===== config.mk =====
export PLATFORM = sky130hd
export DESIGN_NAME = fpu_ss_result_fifo
export DESIGN_NICKNAME = d
export VERILOG_FILES = /design/src/rtl/fpu_ss_result_fifo.sv
export SDC_FILE = /design/constraint.sdc
export NUM_CORES = 1
export LEC_CHECK = 0
export CAP_MARGIN = 20
export CORE_AREA = 2 2 179 181
export DETAILED_ROUTE_END_ITERATION = 6
export DIE_AREA = 0 0 181 183
export PLACE_DENSITY = 0.54
export SETUP_SLACK_MARGIN = 0.1
export SYNTH_ARGS = -nofsm -noshare
export SYNTH_HDL_FRONTEND = slang
export SYNTH_SLANG_ARGS = --single-unit

===== constraint.sdc =====
create_clock -name clk_i -period 13.1 [get_ports clk_i]
set_input_delay 2.62 -clock clk_i [delete_from_list [all_inputs] [get_ports clk_i]]
set_output_delay 2.62 -clock clk_i [all_outputs]
set_load 0.05 [all_outputs]

===== src/rtl/fpu_ss_result_fifo.sv =====
// Elastic in-order result buffer between the FPU subsystem and the core result port.
// Latency 1 cycle, no bypass; in_ready_o drops when full regardless of out_ready_i, and out_* hold while stalled.
module fpu_ss_result_fifo #(
  parameter int DEPTH      = 4,
  parameter int ID_WIDTH   = 4,
  parameter int DATA_WIDTH = 32,
  localparam int CNT_WIDTH = $clog2(DEPTH + 1)
) (
  input  logic                  clk_i,
  input  logic                  rst_i,
  input  logic                  flush_i,
  input  logic                  in_valid_i,
  output logic                  in_ready_o,
  input  logic [ID_WIDTH-1:0]   in_id_i,
  input  logic [DATA_WIDTH-1:0] in_data_i,
  input  logic [4:0]            in_rd_i,
  input  logic                  in_we_i,
  input  logic                  in_exc_i,
  input  logic [5:0]            in_exccode_i,
  output logic                  out_valid_o,
  input  logic                  out_ready_i,
  output logic [ID_WIDTH-1:0]   out_id_o,
  output logic [DATA_WIDTH-1:0] out_data_o,
  output logic [4:0]            out_rd_o,
  output logic                  out_we_o,
  output logic                  out_exc_o,
  output logic [5:0]            out_exccode_o,
  output logic [CNT_WIDTH-1:0]  count_o
);

  localparam int PTR_WIDTH = $clog2(DEPTH);
  localparam logic [CNT_WIDTH-1:0] FULL_CNT = CNT_WIDTH'(DEPTH);

  typedef struct packed {
    logic [ID_WIDTH-1:0]   id;
    logic [DATA_WIDTH-1:0] data;
    logic [4:0]            rd;
    logic                  we;
    logic                  exc;
    logic [5:0]            exccode;
  } entry_t;

  entry_t                 mem [DEPTH];
  entry_t                 in_entry;
  entry_t                 head;
  logic [PTR_WIDTH-1:0]   wr_ptr;
  logic [PTR_WIDTH-1:0]   rd_ptr;
  logic [CNT_WIDTH-1:0]   count;
  logic                   push;
  logic                   pop;

  assign in_entry = '{id: in_id_i, data: in_data_i, rd: in_rd_i, we: in_we_i,
                      exc: in_exc_i, exccode: in_exccode_i};

  // Both flags come from the registered count only, so no input reaches an output combinationally.
  assign in_ready_o  = (count != FULL_CNT);
  assign out_valid_o = (count != '0);
  assign push        = in_valid_i && in_ready_o;
  assign pop         = out_valid_o && out_ready_i;
  assign count_o     = count;

  assign head          = mem[rd_ptr];
  assign out_id_o      = head.id;
  assign out_data_o    = head.data;
  assign out_rd_o      = head.rd;
  assign out_we_o      = head.we;
  assign out_exc_o     = head.exc;
  assign out_exccode_o = head.exccode;

  // Storage is cleared on reset so the head payload reads as zero out of reset.
  always_ff @(posedge clk_i or posedge rst_i) begin
    if (rst_i) begin
      wr_ptr <= '0;
      rd_ptr <= '0;
      count  <= '0;
      for (int i = 0; i < DEPTH; i++) begin
        mem[i] <= '0;
      end
    end else if (flush_i) begin
      wr_ptr <= '0;
      rd_ptr <= '0;
      count  <= '0;
    end else begin
      if (push) begin
        mem[wr_ptr] <= in_entry;
        wr_ptr      <= wr_ptr + 1'b1;
      end
      if (pop) begin
        rd_ptr <= rd_ptr + 1'b1;
      end
      case ({push, pop})
        2'b10:   count <= count + 1'b1;
        2'b01:   count <= count - 1'b1;
        default: count <= count;
      endcase
    end
  end

  a_no_push_full: assert property (@(posedge clk_i) disable iff (rst_i)
    (count == FULL_CNT) |-> !push);
  a_in_stable: assert property (@(posedge clk_i) disable iff (rst_i)
    (in_valid_i && !in_ready_o) |=> (in_valid_i && $stable(in_entry)));
  a_count_max: assert property (@(posedge clk_i) disable iff (rst_i)
    count <= FULL_CNT);

endmodule


# Word level (Yosys, flattened, before mapping)
# Cells that the tools add are included.
dict set report word_totals {
  wordCells 60
  register_bits 203
}
dict set report op_classes {
  n_mux 12
  bitwise 3
  addsub 4
  eq_ne 3
  n_reduce_logical 8
  order_cmp 3
}
# cell n
set ops {}
lappend ops {{$bwmux 196} 1}
lappend ops {{$mux 49} 3}
lappend ops {{$bmux 49 s2} 1}
lappend ops {{$demux 49 s2} 1}
lappend ops {{$mux 2} 4}
lappend ops {{$ge 3x3->1 const B} 2}
lappend ops {{$not 2->3} 2}
lappend ops {{$pmux 3 s2} 1}
lappend ops {{$reduce_bool 3->1} 2}
lappend ops {{$add 2x1->2 const B} 2}
lappend ops {{$reduce_bool 2->1} 2}
lappend ops {{$add 3x1->3 const B} 1}
lappend ops {{$logic_and 1x1->1} 3}
lappend ops {{$lt 3x1->1 const B} 1}
lappend ops {{$mux 3} 1}
lappend ops {{$ne 3x3->1 const B} 1}
lappend ops {{$sub 3x1->3 const B} 1}
lappend ops {{$eq 2x1->1 const B} 1}
lappend ops {{$eq 2x2->1 const B} 1}
lappend ops {{$reduce_and 2->1} 1}
lappend ops {{$not 1->1} 1}

# Longest topological paths before layout
# Gate-level depths: netlist of the first run.
dict set report logic_depth {
  ltp_word 6
  depth_mapped 7
  ltp_nobuf 6
}

# Worst setup path after synthesis of the first run
# No wires, ideal clock.
dict set report synth_timing {
  kind {register to output}
  startpoint {register rd_ptr[0]}
  endpoint {output out_data_o[0]}
  setup_slack_ps 8984
  path_stages_with_launch 4
  arrival_ps 1496
  required_ps 10480
  n_path_buf 2
  path_cell_list {dfrtp_1 clkbuf_1 buf_2 mux4_2}
}
dict set report synth_between {
  elab_chain_len 4
}
# item line_no
set synth_rtl {}
lappend synth_rtl {{start, declared} 47} ;# logic [PTR_WIDTH-1:0] rd_ptr;
lappend synth_rtl {{start signal, assigned} 89} ;# rd_ptr <= rd_ptr + 1'b1;
lappend synth_rtl {{$not 2->3 (implied by the code)} 62} ;# assign head = mem[rd_ptr];
lappend synth_rtl {{$bmux 49 s2} 62}
lappend synth_rtl {{$mux 49 (implied by the code) (2 in a row)} 62}
lappend synth_rtl {{end, declared} 23} ;# output logic [DATA_WIDTH-1:0] out_data_o,
# No other way between the ends. The select of a mux whose other input is x is not followed.

# Final worst setup path of the first run
dict set report layout_timing {
  startpoint {register rd_ptr[0]}
  endpoint {output out_data_o[24]}
}
# Same word-level chain as after synthesis.

==> flow_results.org, run 1 <==
** Status
- Outcome :: finished, final reports clean

** Critical path
- In this run the critical register-to-register path is captured at mem[16].
- Start-to-end type of the worst setup path :: reg2out
- In this run the worst setup path begins at rd_ptr[0].
- CP max stage delay :: 0.76 ns
- The slowest stage of the critical path belongs to the cell sky130_fd_sc_hd__clkdlybuf4s50_1.
- Endpoint kind of the worst setup timing path :: primary output
- Crit path required time :: 10.48 ns
- Critical path data arrival time :: 2.96 ns
- Walking the worst path, the cells encountered are buf_4, buf_16, mux4_2, clkdlybuf4s50_1.
- Setup slack on the worst reg-to-reg path comes out at 10.57 ns.
- Maximum fanout along the worst path :: 29
- For the worst flop-to-flop path, the logic depth is 4.
- STA classifies the critical path startpoint as a register.
- Origin of the critical flop-to-flop path :: count_o[0]

** Logic synthesis
- For this run, asynchronously set or reset flops after synthesis account for 1.000.
- Top FF cell, synth :: sky130_fd_sc_hd__dfrtp_1
- sky130_fd_sc_hd__dfrtp_1 is the most common cell in the netlist.
- After synthesis the cells add up to 0.009226 sq mm.
- The number of nets in the synthesized netlist is 596.
- In this run, distinct cell masters in the synthesized netlist total 33.
- EDFF count, synth :: 0
- The share of synthesized area in the top cell type comes to 0.5506.
- Synthesis handed over a netlist of 537 instances.
- sky130_fd_sc_hd__dfrtp_1 takes more of the synthesized area than any other cell.
- Fraction of the yosys area taken by sequential cells :: 0.5506
- Top post-synthesis cells by area :: sky130_fd_sc_hd__dfrtp_1, sky130_fd_sc_hd__mux2_2, sky130_fd_sc_hd__mux4_2
- Synthesized area per cell :: 17.18 sq um
- After synthesis the netlist holds a flip-flop and latch count of 203.
- For this run, the number of Yosys warnings is 0.
- In the synthesized netlist, the cells that appear most often are sky130_fd_sc_hd__dfrtp_1, sky130_fd_sc_hd__mux2_2, sky130_fd_sc_hd__mux4_2.

** Floorplan
- Die boundary width :: 181 microns
- The die covers 0.03312 sq mm.
- The floorplan has 65 rows.
- The initial utilization of the core area, before any placement, comes to 0.2954.
- Number of top-level design ports :: 108
- The die is 183 microns tall.
- In this run the standard cell core region covers 0.03123 sq mm.

** Layout
- Fin area :: 0.01140 sq mm
- Diodes inserted :: 0
- Area added between synthesis and finish :: 23.56%
- In the final layout, the share of cells above drive strength 1 is 0.4521.
- Final layout net count :: 698

** Placement
- Placed wire-length estimate :: 11800 microns
- GP Congestion :: 0.6844
- The count of buffers added on input and output ports is 107.
- Placement Cell Area :: 0.01055 sq mm

** Clock network
- Clock buffer depth :: 3
- The number of setup buffers added after CTS is 0.
- TritonCTS clock tree :: done
- CTS buffer count :: 24
- The later pin in the worst-skew pair is clocked with a latency of 0.52 ns.
- The tree is rooted in a sky130_fd_sc_hd__clkbuf_16.
- Clock Pin Slew Worst Setup and Hold Paths :: 0.06 ns
- The tree built by TritonCTS fans out to 203 sinks.
- Buffers inserted to repair hold after CTS numbered 0.
- CTS-repair resized insts :: 0
- In this run the number of H-tree levels came out at 1.

** Global route
- Maximum number of pins on one net before global-route repair :: 136
- For this run, the total global-route usage over all layers was measured as 0.1272.
- The via count of the first global-routing pass was 5849.
- The number of antenna violations at the first check in global routing came to 0.
- First-pass GRT wire length :: 33340 microns
- Summed over all layers, the global routing overflow is 0.

** Pwr
- Leak pwr :: 4.971 nW
- The worst-case IR drop observed on VDD is 132.0 uV.
- Summing internal, switching and leakage power gives 2.596 mW.
- For this design the ratio of total power to cell area is 227.7 mW/mm^2.

** Worst hold path
- The tightest min-delay check is of the reg2reg type.
- Hold Crit Endpoint :: mem[43]
- Startpoint of the most critical hold path :: mem[43]
- Hold depth :: 1

** STA
- The max-slew violation count was 0.
- Setup repair after global routing left no endpoint under its margin.
- The worst path in the final design needs a cycle of 5.579 ns, including I/O delays and setup.
- Measured against its own limit, the worst slew margin works out to 0.3469.
- For this run, the top clock speed supported by timing is 179.2 MHz.
- Of the available clock period, the critical path in the final layout requires 0.4259.
- Setup TNS after final layout :: 0 ns
- Setup Viol. Count Final :: 0
- Worst-margin pin slew :: 0.9787 ns
- Worst clock skew :: 0.01566 ns
- The number of hold violations in the final report was 0.

** Drt
- Total Wirelength :: 20560 microns
- Dividing the detail-routed wire length by the instance count gives 19.41 microns.
- The detailed router placed 5030 vias in this run.
- First-iteration detailed-routing DRC count :: 232
- Drt drc :: 0
- First-pass DRT Iterations :: 4
- Remaining antenna violation count after routing :: 0
- Post-detailed-route via-to-cell ratio :: 4.750

** Flow run
- The tool flagged a number of max-cap violations equal to 0.
## worst max-delay path: cells and delay by family, from the launching register on
kind	cells	cell delay, ns
muxes	1	0.54
DFF	1	0.38
buffers and inverters	3	1.49
## logic make-up (layout without fill, tap and decap cells)
family	Yosys count	after routing	synth area share
AOI/OAI and AO/OA	10	10	0.006917
xor gates and xnor gates	4	4	0.003798
adders and majority gates	5	5	0.007595
buffers and inverters	38	158	0.03512
DFF	203	203	0.5506
muxes	245	245	0.3751
and+or+nand+nor	32	32	0.02088
## placed cells by master (no fill, tap or decap), types with 2 or more instances in the layout
master,netlist,layout
sky130_fd_sc_hd__dfrtp_1,203,201
sky130_fd_sc_hd__mux2_2,156,156
sky130_fd_sc_hd__clkdlybuf4s50_1,0,107
sky130_fd_sc_hd__mux4_2,49,49
sky130_fd_sc_hd__mux2_4,40,40
sky130_fd_sc_hd__clkbuf_16,0,24
sky130_fd_sc_hd__nor2_1,8,8
sky130_fd_sc_hd__clkbuf_8,0,8
sky130_fd_sc_hd__nand2_1,6,6
sky130_fd_sc_hd__clkbuf_1,9,6
sky130_fd_sc_hd__nand3_1,5,5
sky130_fd_sc_hd__nand2_4,4,4
sky130_fd_sc_hd__ha_1,4,4
sky130_fd_sc_hd__o21ai_0,3,3
sky130_fd_sc_hd__bufinv_16,0,3
sky130_fd_sc_hd__buf_4,12,3
sky130_fd_sc_hd__inv_1,3,2
sky130_fd_sc_hd__or3_1,2,2
sky130_fd_sc_hd__xor2_1,2,2
sky130_fd_sc_hd__a21oi_1,2,2
sky130_fd_sc_hd__xnor2_1,2,2
sky130_fd_sc_hd__clkinv_2,0,2
## routing by layer
layer	wire length (microns)	vias up	share of wire	track usage
li1	-	2208	-	-
met1	8983	2683	0.44	0.1653
met3	1060	28	0.052	0.03058
met5	0	-	0	0
met2	10020	111	0.49	0.2149
met4	491	0	0.024	0.03187
## cell type report
| class | instances | area [sq um] |
|---|---|---|
| Clock inverter | 6 | 116.4 |
| Tap cell | 402 | 503.0 |
| Clock buffer | 38 | 733.2 |
| Timing Repair Buffer | 111 | 1121 |
| Inverter | 3 | 18.77 |
| Multi-Input combinational cell | 296 | 3822 |
| Fill cell | 2960 | 19830 |
| Sequential cell | 203 | 5085 |
## state kept, by name, summed over array words and instances (netlist names)
register / count
mem: 196
count_o: 3
rd_ptr: 2
wr_ptr: 2
## through the flow
stage          instances  worst slack [ns]    util  hold WS (ns)
2_1_floorplan        537             4.941       -        0.4738
6_report            1059             7.521  0.3650        0.4997
5_1_grt             1059             7.288  0.3650        0.5125
4_1_cts             1059             7.380  0.3650        0.5019
3_3_place_gp        1014             7.788  0.3369        0.4813
3_5_place_dp        1015             7.968  0.3378        0.4883
## where the power goes
part	switching (mW)	total, mW	internal [mW]	leakage, nW
sequential	0.118	0.976	0.858	2.54
clock	0.262	0.703	0.442	0.417
combinational	0.458	0.916	0.458	2.01
total	0.838	2.60	1.76	4.97
## how the worst max path moves through the flow
| stage | to | cells past startpoint |
|---|---|---|
| 3_5_place_dp | out_data_o[18] | 4 |
| 5_1_grt | out_data_o[18] | 4 |
| 3_3_place_gp | out_data_o[16] | 3 |
| 6_report | out_data_o[24] | 4 |
| 4_1_cts | out_data_o[18] | 4 |
| 2_1_floorplan | count_o[0] | 1 |
Power figures use the tool's default switching activity.
==> run 2: changes to the inputs <==
clock period = 5.4 ns   (was 13.1 ns; I/O delays follow)
==> run 2 against run 1 <==
Effect of this change:
- sequential power grew 150%
- non-clock buffer count grew 3
- power grew 140%
- global-route usage is essentially flat
- clock skew grew 0.0038 ns
- core utilization grew 0.14 points
- register-to-register slack lost 7.7 ns
- clock power grew to 2.5 times the previous value
- count of clock-buffer cells in the layout shrank 4
- critical endpoint is now out_rd_o[4]
- largest power group unchanged
- cell count grew 0.38%
- largest cell class unchanged
==> flow_results.org, run 2 (synthesis results as in run 1) <==
** Status
- Outcome :: finished, final reports clean

** Drt
- The post-detailed-route count of antenna-violating nets came to 0 (unchanged).
- First-pass DRT Iterations :: 4 (unchanged)
- The final routed wirelength across all metal layers came to 20660 microns (+0.51%).
- Post-detailed-route via-to-cell ratio :: 4.814 (+1.3%)
- The detailed router's first-iteration violation count was 140 (-40%).
- Drt drc :: 0 (unchanged)
- DR WL/cell :: 19.44 microns (+0.13%)
- The via count came to 5117 (+1.7%).

** Pwr
- Leak pwr :: 4.996 nW (+0.51%)
- The maximum VDD drop came to 314.0 uV (+140%).
- The total power consumption of the routed design was 6.353 mW (+140%).
- Pwr Density :: 555.2 mW/mm^2 (+140%)

** Clock network
- The depth of the CTS H-tree is 1 (unchanged).
- The clock input transition at the sequential cells of the worst setup and hold paths came to 0.06 ns (about the same).
- Later-pin clock latency in the skew report :: 0.52 ns (about the same)
- Clock tree synthesis selected as its root buffer the cell sky130_fd_sc_hd__clkbuf_16.
- CTS-repair resized insts :: 0 (unchanged)
- Setup fix buffers added after clock tree synthesis :: 0 (unchanged)
- CTS buffer count :: 25 (+4.2%)
- The count of clock tree sinks was 203 (unchanged).
- The hold buffer count at cts came to 0 (unchanged).
- TritonCTS built the clock tree.
- Clock buffer depth :: 3 (unchanged)

** STA
- Hold Vio Cnt, Final :: 0 (unchanged)
- The aggregate negative setup slack is 0 ns (unchanged).
- Setup repair after global routing left no endpoint under its margin.
- Worst clock skew :: 0.01942 ns (+0.003759 ns)
- Setup Viol. Count Final :: 0 (unchanged)
- The worst path setup slack after routing came to 1.179 ns (-6.342 ns).
- Of the available clock period, the critical path in the final layout requires 0.7817.
- The actual transition at the worst max-transition pin came to 0.9604 ns (-0.01831 ns).
- Based on the critical path, the design can be clocked at up to 236.9 MHz.
- Number of max-slew violations in the final report :: 0 (unchanged)
- The worst path in the final design needs a cycle of 4.221 ns, including I/O delays and setup.
- Relative slew margins :: 0.3597 (+0.01279)

** Flow run
- Maximum capacitance violations :: 0 (unchanged)

** Placement
- Worst slack at placement :: 1.638 ns (-6.330 ns)
- Placed wire-length estimate :: 12270 microns (+4.0%)
- The number of buffers added on ports is 107 (unchanged).
- GP Congestion :: 0.7006 (+2.4%)
- The count of placed standard cells including taps is 1018 (+0.30%).
- Placement Cell Area :: 0.01056 sq mm (+0.11%)

** Layout
- The library cell used most frequently in the layout, excluding fill and tap cells, is sky130_fd_sc_hd__dfrtp_1.
- The final standard cell count with taps included and fillers excluded came to 1063 (+0.38%).
- The number of diodes is 0 (unchanged).
- Share of final-layout standard cells stronger than drive strength 1 :: 0.4599 (+0.007854)
- The library cells used most frequently in the layout, excluding fill and tap cells, are sky130_fd_sc_hd__dfrtp_1, sky130_fd_sc_hd__mux2_2, sky130_fd_sc_hd__clkdlybuf4s50_1.
- Top register by number of flip-flops :: mem
- Final layout net count :: 702 (+0.57%)
- Fin area :: 0.01144 sq mm (+0.37%)
- Relative to the synthesized area, the layout overhead comes to 24.02%.
- Max FFs per register :: 196 (unchanged)

** Critical path
- STA classifies the critical path endpoint as a primary output.
- Reg2reg setup slack :: 2.89 ns (-7.68 ns)
- Crit start category :: register
- The critical path arrival is 3.14 ns (+0.18 ns).
- Chain of cells forming the critical path :: buf_4, mux4_2, clkdlybuf4s50_1
- The number of cell instances on the worst register-to-register path is 4 (unchanged).
- Maximum fanout along the worst path :: 38 (+31%)
- Critical path's top delay family :: buffers and inverters
- The data required time of the critical path is 4.32 ns (-6.16 ns).
- Capture point of the worst reg-to-reg path :: mem[65]
- Origin of the critical flop-to-flop path :: count_o[0]
- Among all stages on the critical path, the largest delay is contributed by sky130_fd_sc_hd__dfrtp_4.
- The number of buffers and inverters on the critical path was 2 (-1).
- The maximum cell stage delay along the critical path came to 1.00 ns (+0.24 ns).
- The worst setup path is of the reg2out kind.

** Global route
- The global-route usage over all layers came to 0.1277 (+0.0004291).
- The number of antenna violations at the first check in global routing came to 1 (+1).
- Number of global-route vias before repair :: 5997 (+2.5%)
- The global-route wire length before repair came to 33490 microns (+0.46%).
- Overflow after GRT :: 0 (unchanged)
- Maximum number of pins on one net before global-route repair :: 99 (-27%)

** Worst hold path
- In this run the most critical hold path is launched from mem[48].
- Class of the worst hold path :: reg2reg
- Hold Crit Endpoint :: mem[48]
- Hold depth :: 1 (unchanged)

** Floorplan
- Core outline area :: 0.03123 sq mm (unchanged)
- The area enclosed by the die boundary came to 0.03312 sq mm (unchanged).
- The overall die height came to 183 microns (unchanged).
- Die boundary width :: 181 microns (unchanged)
- The standard-cell row count was 65 (unchanged).
- Number of top-level design ports :: 108 (unchanged)
- The initial cell density of the core is 0.2954 (unchanged).
## run 2: area by class of cell
cell class / count / area [sq um]
inverter: 3 / 15.01
fill: 2913 / 19790
clock inverter: 11 / 161.4
tap: 402 / 503.0
sequential: 203 / 5085
clock buffer: 34 / 719.4
multi-input combinational: 296 / 3822
timing repair buffer: 114 / 1136
## run 2: power by group
part           leakage [nW]  internal (mW)  switching [mW]
sequential             2.54           2.08           0.331
clock                 0.436           1.12           0.638
combinational          2.02           1.11            1.08
## run 2: stage by stage
stage | util | hold slack [ns]
6_report | 0.3664 | 0.5007
5_1_grt | 0.3664 | 0.5088
4_1_cts | 0.3664 | 0.5018
3_5_place_dp | 0.3382 | 0.4879
3_3_place_gp | 0.3382 | 0.4809
2_1_floorplan | - | 0.4738
## run 2: worst register-to-register path, delay by kind of cell (launching register included)
family,cells,cell delay (ns)
DFF,1,0.51
and+or+nand+nor,3,1.42
muxes,1,0.45
## run 2: how the worst max path moves through the flow
stage / slack (ns) / cells past startpoint / endpoint / startpoint
2_1_floorplan: 1.69 / 1 / count_o[0] / rst_i
3_3_place_gp: 1.65 / 3 / out_rd_o[4] / rd_ptr[0]
3_5_place_dp: 1.64 / 3 / out_data_o[2] / rd_ptr[0]
4_1_cts: 1.06 / 3 / out_data_o[2] / rd_ptr[0]
5_1_grt: 0.98 / 3 / out_rd_o[4] / rd_ptr[0]
6_report: 1.18 / 3 / out_rd_o[4] / rd_ptr[0]
## run 2: layer usage
| layer | up-vias | global-route usage | wire length [microns] |
|---|---|---|---|
| li1 | 2211 | - | - |
| met1 | 2744 | 0.1586 | 8784 |
| met2 | 123 | 0.2214 | 10170 |
| met3 | 37 | 0.03276 | 1175 |
| met4 | 2 | 0.03480 | 520 |
| met5 | - | 0 | 13 |
